### config.mk
export PLATFORM = sky130hd
export DESIGN_NAME = tt_proj_mux_ctrl_flat
export DESIGN_NICKNAME = d
export VERILOG_FILES = /design/src/rtl/tt_proj_mux_ctrl_if.sv /design/src/rtl/tt_proj_mux_ctrl.sv /design/src/flat_wrapper.sv
export SDC_FILE = /design/constraint.sdc
export NUM_CORES = 1
export LEC_CHECK = 0
export CORE_ASPECT_RATIO = 0.8
export CORE_MARGIN = 4
export CORE_UTILIZATION = 36
export CTS_CLUSTER_DIAMETER = 80
export DETAILED_ROUTE_END_ITERATION = 10
export PLACE_DENSITY_LB_ADDON = 0.12
export SLEW_MARGIN = 20
export SYNTH_ARGS = -nofsm -noshare
export SYNTH_HDL_FRONTEND = slang
export SYNTH_SLANG_ARGS = --single-unit
### constraint.sdc
create_clock -name clk -period 2.7 [get_ports clk]
set_input_delay 0.405 -clock clk [delete_from_list [all_inputs] [get_ports clk]]
set_output_delay 0.405 -clock clk [all_outputs]
set_load 0.01 [all_outputs]
### src/rtl/tt_proj_mux_ctrl_if.sv
// Project-select request handshake between the host sequencer and the mux controller.
interface tt_proj_mux_ctrl_if #(
  parameter int ADDR_W = 5
);
  logic              sel_valid;
  logic [ADDR_W-1:0] sel_addr;
  logic              sel_ready;

  modport master (output sel_valid, output sel_addr, input  sel_ready);
  modport slave  (input  sel_valid, input  sel_addr, output sel_ready);
endinterface

### src/rtl/tt_proj_mux_ctrl.sv
// Multi-project select/routing stage: one-hot enable, broadcast pad word with a
// timed forced reset after each switch, and registered return of the active project's outputs.
module tt_proj_mux_ctrl #(
  parameter int N_PROJ     = 8,
  parameter int ADDR_W     = 5,
  parameter int RST_CYCLES = 4
) (
  input  logic                  clk,
  input  logic                  rst,
  tt_proj_mux_ctrl_if.slave     sel,
  input  logic [17:0]           pad_in,
  output logic [17:0]           iw,
  output logic [N_PROJ-1:0]     ena,
  input  logic [24*N_PROJ-1:0]  ow_all,
  output logic [23:0]           pad_out,
  output logic                  active,
  output logic [ADDR_W-1:0]     cur_addr
);

  typedef enum logic [1:0] {IDLE, DRAIN, HOLD, RUN} state_t;

  localparam logic [ADDR_W:0] N_PROJ_W = (ADDR_W+1)'(N_PROJ);
  localparam logic [7:0]      RST_LOAD = 8'(RST_CYCLES);

  state_t              state, state_n;
  logic [ADDR_W-1:0]   addr_n;
  logic [7:0]          cnt, cnt_n;
  logic                req_ok, req_ok_n;
  logic                ready, accept, in_range;
  logic [N_PROJ-1:0]   ena_n;
  logic [23:0]         ow_sel;

  assign ready         = (state == IDLE) || (state == RUN);
  assign sel.sel_ready = ready;
  assign accept        = sel.sel_valid && ready;
  assign in_range      = {1'b0, sel.sel_addr} < N_PROJ_W;
  assign active        = (state == RUN);

  always_comb begin
    state_n  = state;
    addr_n   = cur_addr;
    cnt_n    = cnt;
    req_ok_n = req_ok;
    unique case (state)
      IDLE: begin
        if (accept && in_range) begin
          addr_n   = sel.sel_addr;
          req_ok_n = 1'b1;
          state_n  = DRAIN;
        end
      end
      RUN: begin
        if (accept) begin
          req_ok_n = in_range;
          if (in_range) addr_n = sel.sel_addr;
          state_n  = DRAIN;
        end
      end
      DRAIN: begin
        if (req_ok) begin
          cnt_n   = RST_LOAD;
          state_n = HOLD;
        end else begin
          state_n = IDLE;
        end
      end
      HOLD: begin
        cnt_n = cnt - 8'd1;
        if (cnt == 8'd1) state_n = RUN;
      end
      default: state_n = IDLE;
    endcase
  end

  // Enable is computed from the next state/address so the register never holds two bits.
  always_comb begin
    ena_n = '0;
    for (int unsigned k = 0; k < N_PROJ; k++) begin
      ena_n[k] = ((state_n == HOLD) || (state_n == RUN)) && (addr_n == ADDR_W'(k));
    end
  end

  always_comb begin
    ow_sel = '0;
    for (int unsigned k = 0; k < N_PROJ; k++) begin
      if (cur_addr == ADDR_W'(k)) ow_sel = ow_all[24*k +: 24];
    end
  end

  always_comb begin
    iw    = '0;
    iw[0] = pad_in[0];
    iw[1] = pad_in[1] && (state == RUN);
    if ((state == HOLD) || (state == RUN)) iw[17:2] = pad_in[17:2];
  end

  always_ff @(posedge clk or posedge rst) begin
    if (rst) begin
      state    <= IDLE;
      cur_addr <= '0;
      cnt      <= '0;
      req_ok   <= 1'b0;
      ena      <= '0;
      pad_out  <= '0;
    end else begin
      state    <= state_n;
      cur_addr <= addr_n;
      cnt      <= cnt_n;
      req_ok   <= req_ok_n;
      ena      <= ena_n;
      // Only capture while staying in RUN, so the first DRAIN cycle already reads zero.
      pad_out  <= ((state == RUN) && (state_n == RUN)) ? ow_sel : '0;
    end
  end

endmodule
### src/flat_wrapper.sv
// flat-port wrapper written by rule: the top's interface ports become plain ports
module tt_proj_mux_ctrl_flat 
#(
  parameter int N_PROJ     = 8,
  parameter int ADDR_W     = 5,
  parameter int RST_CYCLES = 4
)
  (clk, rst, pad_in, iw, ena, ow_all, pad_out, active, cur_addr, sel_sel_valid, sel_sel_addr, sel_sel_ready);
  tt_proj_mux_ctrl_if #(.ADDR_W(ADDR_W)) sel_i ();
  input  logic clk;
  input  logic rst;
  input  logic [17:0] pad_in;
  output logic [17:0] iw;
  output logic [N_PROJ-1:0] ena;
  input  logic [24*N_PROJ-1:0] ow_all;
  output logic [23:0] pad_out;
  output logic active;
  output logic [ADDR_W-1:0] cur_addr;
  input wire logic [$bits(sel_i.sel_valid)-1:0] sel_sel_valid;
  input wire logic [$bits(sel_i.sel_addr)-1:0] sel_sel_addr;
  output wire logic [$bits(sel_i.sel_ready)-1:0] sel_sel_ready;
  assign sel_i.sel_valid = sel_sel_valid;
  assign sel_i.sel_addr = sel_sel_addr;
  assign sel_sel_ready = sel_i.sel_ready;
  tt_proj_mux_ctrl #(.N_PROJ(N_PROJ), .ADDR_W(ADDR_W), .RST_CYCLES(RST_CYCLES)) u_core (.clk(clk), .rst(rst), .sel(sel_i), .pad_in(pad_in), .iw(iw), .ena(ena), .ow_all(ow_all), .pad_out(pad_out), .active(active), .cur_addr(cur_addr));
endmodule
## After elaboration in Yosys (flattened, before gate mapping)

Index checks and enable logic that the tools add are counted.

| storage, ports and cells | value |
|---|---|
| register bits | 48 |
| bits of input ports | 218 |
| logic and storage cells | 77 |

| cells by class | value |
|---|---|
| $add $sub $neg | 1 |
| order comparisons | 1 |
| equal/unequal tests | 23 |
| muxes and demuxes | 24 |
| reductions and logical operators | 22 |

Operator list:

| cell | number |
|---|---|
| two-way mux 24 bit | 9 |
| equality test 5 x 3 -> 1 bit (second input constant) | 8 |
| equality test 5 x 2 -> 1 bit (second input constant) | 4 |
| two-way mux 16 bit | 1 |
| case mux 8 bit (2 select lines) | 1 |
| two-way mux 5 bit | 3 |
| logical AND 1 bit | 12 |
| equality test 5 x 1 -> 1 bit (second input constant) | 2 |
| logical NOT 5 bit | 2 |
| case mux 5 bit (2 select lines) | 1 |
| equality test 2 bit (second input constant) | 4 |
| equality test 8 x 1 -> 1 bit (second input constant) | 1 |
| two-way mux 2 bit | 4 |
| two-way mux 8 bit | 1 |
| case mux 2 bit (4 select lines) | 1 |
| subtractor 8 x 1 -> 8 bit (second input constant) | 1 |
| less-than comparator 5 x 4 -> 1 bit (second input constant) | 1 |
| != test 2 x 1 -> 1 bit (second input constant) | 2 |
| nonzero test 2 bit | 2 |
| logical OR 1 bit | 3 |
| AND reduction 3 bit | 1 |
| equality test 2 x 1 -> 1 bit (second input constant) | 1 |
| logical NOT 2 bit | 1 |
| two-way mux 1 bit | 2 |
| other kinds (3) | 3 |

## Depth between registers and ports, before layout

Gate-level depths: netlist of run 1.

| depth | value |
|---|---|
| word-level depth | 10 |
| gate-level depth with buffers | 8 |
| depth with buffers taken out | 7 |

## Least setup slack after synthesis of run 1

OpenSTA, ideal clock, no wires.

| timing | value |
|---|---|
| path type | reg-to-reg |
| from | register u_core.state[0] |
| to | register u_core.pad_out[10] |
| setup time | 95 ps |
| arrival | 1,927 ps |
| data required time | 2,605 ps |
| slack | 679 ps |
| cell stages (with the launch flop) | 9 |
| buffers on the path | 1 |
| clock period less this slack | 2,021 ps |
| path through | dfrtp_1 inv_1 ha_1 nor4b_4 nor3_1 nor3_4 o211ai_4 buf_6 a221oi_2 |

| on the way | value |
|---|---|
| longest elaborated chain between the ends | 9 |

RTL lines:

| what | RTL line | RTL |
|---|---|---|
| start: declaration | tt_proj_mux_ctrl.sv:25 | `state_t state, state_n;` |
| start signal: assignment | tt_proj_mux_ctrl.sv:106 | `state <= state_n;` |
| equality test 2 bit or logical NOT 2 bit (tied branches) | tt_proj_mux_ctrl.sv:33, tt_proj_mux_ctrl.sv:44 |  |
| logical OR 1 bit | tt_proj_mux_ctrl.sv:33 | `assign ready = (state == IDLE) \|\| (state == RUN);` |
| logical AND 1 bit | tt_proj_mux_ctrl.sv:35 | `assign accept = sel.sel_valid && ready;` |
| logical AND 1 bit | tt_proj_mux_ctrl.sv:46 | `if (accept && in_range) begin` |
| two-way mux 2 bit | tt_proj_mux_ctrl.sv:46 |  |
| case mux 2 bit (4 select lines) * | tt_proj_mux_ctrl.sv:44 | `unique case (state)` |
| via u_core.state_n[0] | tt_proj_mux_ctrl.sv:25 |  |
| equality test 2 bit * | tt_proj_mux_ctrl.sv:112 | `pad_out <= ((state == RUN) && (state_n == RUN)) ? ow_sel : '0;` |
| logical AND 1 bit * | tt_proj_mux_ctrl.sv:112 |  |
| two-way mux 24 bit * | tt_proj_mux_ctrl.sv:112 |  |
| end signal: assignment | tt_proj_mux_ctrl.sv:112 |  |
| end: declaration | tt_proj_mux_ctrl.sv:15 | `output logic [23:0] pad_out,` |

Mark *: on every way through the listed nets, which the timed path passes. The rest lies on a longest branch.
A chain may end at the register's enable or synchronous reset.

## Worst setup path after layout of run 1

| timing | value |
|---|---|
| from | register u_core.state[0] |
| to | output iw[13] |

| on the way | value |
|---|---|
| longest elaborated chain between the ends | 3 |

RTL lines:

| what | RTL line | RTL |
|---|---|---|
| equality test 2 bit | tt_proj_mux_ctrl.sv:94 | `if ((state == HOLD) \|\| (state == RUN)) iw[17:2] = pad_in[17:2];` |
| logical OR 1 bit * | tt_proj_mux_ctrl.sv:94 |  |
| two-way mux 16 bit * | tt_proj_mux_ctrl.sv:94 |  |
| end: declaration | flat_wrapper.sv:13 | `output logic [17:0] iw;` |

Mark *: on every way between the ends. The rest lies on a longest branch, timed or not.

==> results of run 1 <==
## through the flow
stage / setup WS [ns] / hold WS [ns] / area (µm²)
after floorplan: 0.679 / 0.495 / 3990
after global placement: 0.304 / 0.528 / 6830
after detailed placement: 0.205 / 0.539 / 6830
after CTS: 0.137 / 0.496 / 7050
after global routing: 0.0805 / 0.533 / 7060
final: 0.313 / 0.473 / 7060
## per-layer routing
metal | part of all wire, % | global-route usage, % | vias up | wire [µm]
li1 | - | - | 2053 | -
met5 | 0 | 0 | - | 0
met3 | 7.5 | 4.91 | 23 | 1140
met2 | 50 | 40.0 | 192 | 7660
met1 | 41 | 27.6 | 2061 | 6200
met4 | 1.6 | 5.00 | 0 | 247
## timing repair
item / 4_1_cts / 5_1_grt
endpoints found under the hold margin: 0 / 0
setup buffers: 0 / 0
resized for setup: 1 / 1
hold buffers: 0 / 0
endpoints found under the setup margin: 16 / 1
## flip-flops by register name, indices dropped and copies added, names as in the netlist
name	count
u_core.cnt	8
u_core.pad_out	24
u_core.ena	8
u_core.state	2
u_core.req_ok	1
u_core.cur_addr	5
## power by group
part	internal, W	switching [W]	total, W
Sequential	0.000830	0.000202	0.00103
Clock	0.000624	0.000266	0.000890
Combinational	0.00142	0.00148	0.00290
Total	0.00288	0.00195	0.00482
## cell families (layout without fill, tap and decap cells)
| logic type | after synthesis | count (layout) |
|---|---|---|
| mux | 66 | 66 |
| simple gates | 135 | 135 |
| buf+inv | 44 | 302 |
| fa+ha+maj | 7 | 7 |
| flops | 48 | 48 |
| xor+xnor | 6 | 6 |
| compound gates | 113 | 113 |
## worst max-delay path: cells and delay by family, from the launching register on
kind                     cells  cell delay, ns
adder cells (fa/ha/maj)      1            0.34
AND/OR/NAND/NOR              2            0.43
buffers and inverters        1            0.49
flip-flops                   1            0.44
## path summary, 6_finish.rpt
check / end / slack (ns) / cells past startpoint
worst max register to register: u_core.pad_out[0] / 0.33 / 7
min in group clk: u_core.cnt[1] / 0.55 / 2
worst max-delay path: iw[13] / 0.31 / 4
worst min register to register: u_core.cnt[1] / 0.55 / 2
worst min-delay path: u_core.pad_out[1] / 0.47 / 2
max in group asynchronous: u_core.cur_addr[0] / 1.68 / 3
## synthesized netlist by cell type, types with 2 or more instances
master	instances
nand2_1	54
o21ai_0	49
dfrtp_1	48
nor2_1	28
mux2_2	24
mux2i_1	22
a21oi_1	20
mux4_2	20
nor2b_1	20
a221oi_2	15
clkbuf_1	15
inv_1	11
buf_2	9
ha_1	7
nand2b_1	7
a221oi_1	5
a31oi_1	5
buf_4	5
nand3_1	5
nor3_1	5
a311o_1	4
a32oi_1	4
xnor2_1	4
and2_1	3
o221ai_1	3
buf_1	2
buf_6	2
nand3b_1	2
nor3b_1	2
or2_2	2
xor2_1	2
## area by class of cell
cell class                 instances  area (µm²)
multi-input combinational        327        2580
fill                             862        3790
inverter                          11        41.3
timing repair buffer             283        2830
tap                              144         180
clock inverter                     3        90.1
sequential                        48        1210
clock buffer                       5         125
==> run metrics, run 1 <==
core area 10800 µm²; GR Util All Layers between 20 and 25%; worst relative slew slack around 31%; Unique masters post-synth 46; setup_tns 0 ns; max-cap viol count 0; clock sink total 48; Worst-Skew Late Latency about 0.28 ns; flops & latches, synth 48; ratio of cells with drive above 1 in the final layout a little over an eighth; final worst-path cycle share about nine tenths; DRT Pass-1 Iters 5; htree depth 2; Worst path slowest cell clkdlybuf4s50_1; Power Dens Cells roughly 700 nW/µm²; Synth Area in Adders under 10%; complex-gate fraction of the synthesized area roughly a fifth; Synth Area in XOR/XNOR about 1.3%; Clock transition at path regs roughly 0.070 ns; vias per cell approximately 5.3; min cycle time layout 2.39 ns; Slew Limit Fails 0; Synth warnings 0; most frequent cells in the layout clkdlybuf4s50_1, nand2_1, o21ai_0, dfrtp_1, nor2_1; IO Pins 275; Net Count, Synth 644; Final ANT Viol Nets 0; wirelength, routed ~15000 µm; worst path cell trace ha_1 -> nor2_4 -> nor2b_1 -> clkdlybuf4s50_1; total number of vias 4329; CP Capture Type output pin; Critical Path Start Type flop; DP Cell Count 813; VDD IR max between 0.3 and 0.4 mV; most common cell after layout, fill and taps aside clkdlybuf4s50_1; CTS Buf Count 5; measured slew at the worst slew-check pin 1.04 ns; Setup crit start u_core.state[0]; CTS Buffer Depth 2; top cell type by total area after synthesis dfrtp_1; Area Growth Syn to Fin 77.0%; status completed; RSZ-0062 raised after global routing false; Synth Area in Simple Gates ~17%; area share of the largest cell type after synthesis approximately 30%; Area contributors post-synth dfrtp_1, mux4_2, mux2_2, o21ai_0, a221oi_2; Crit path required time roughly 2.3 ns; Remaining DRCs 0; Layout Skew about 0.0042 ns; Crit path arrival time between 1.5 and 2 ns; register area share after synthesis 30.1%; CP Max Fanout 16; Die Area 12800 µm²; Top FF cell, synth dfrtp_1; Mapped Area around 4000 µm²; main combinational cell family by area after synthesis multiplexers; Die Width 126 µm; GP Congestion between 0.8 and 0.9; worst min path class primary input to async pin; WL/cell 18.6 µm; Ant. Diodes 0; initial core utilization 36.7%; root buffer cell clkbuf_16; setup violators final 0; Crit Path Category flop to output pin; mux contribution to synthesized area 23.6%; CP max stage delay roughly 0.49 ns; hpwl dp approximately 12000 µm; Pwr Total 0.00482 W; post-layout util 65.1%; nets 901; fmax approximately 420 MHz; GRT overflow 0; # rows 34; P_leak 2.67 nW; final hold vios 0; pin count of the biggest net entering global routing just under 50; Crit Reg-Reg Startpoint u_core.state[0]; EDFF count, synth 0; CTS tree built; Finished Layout Cells around 820; port buffer count 272; cells after synthesis roughly 420; Syn Area/Cell 9.51 µm²; initial antenna violation count 0; 1st-iter DRT viols around 240; Post-synth ARST share 100%; vias in the first global route 4510; first-pass GRT wire length 22900 µm; Die H between 100 and 150 µm
Note: power is estimated with default switching activity, not from simulation.
==> run 2, diff against run 1 <==
- CTS_CLUSTER_DIAMETER: 80 -> 30
- CTS_CLUSTER_SIZE: not set -> 12
- SLEW_MARGIN: 20 -> not set
==> results of run 2 <==
The final DEF is identical to that of run 1; final timing and power are the same.
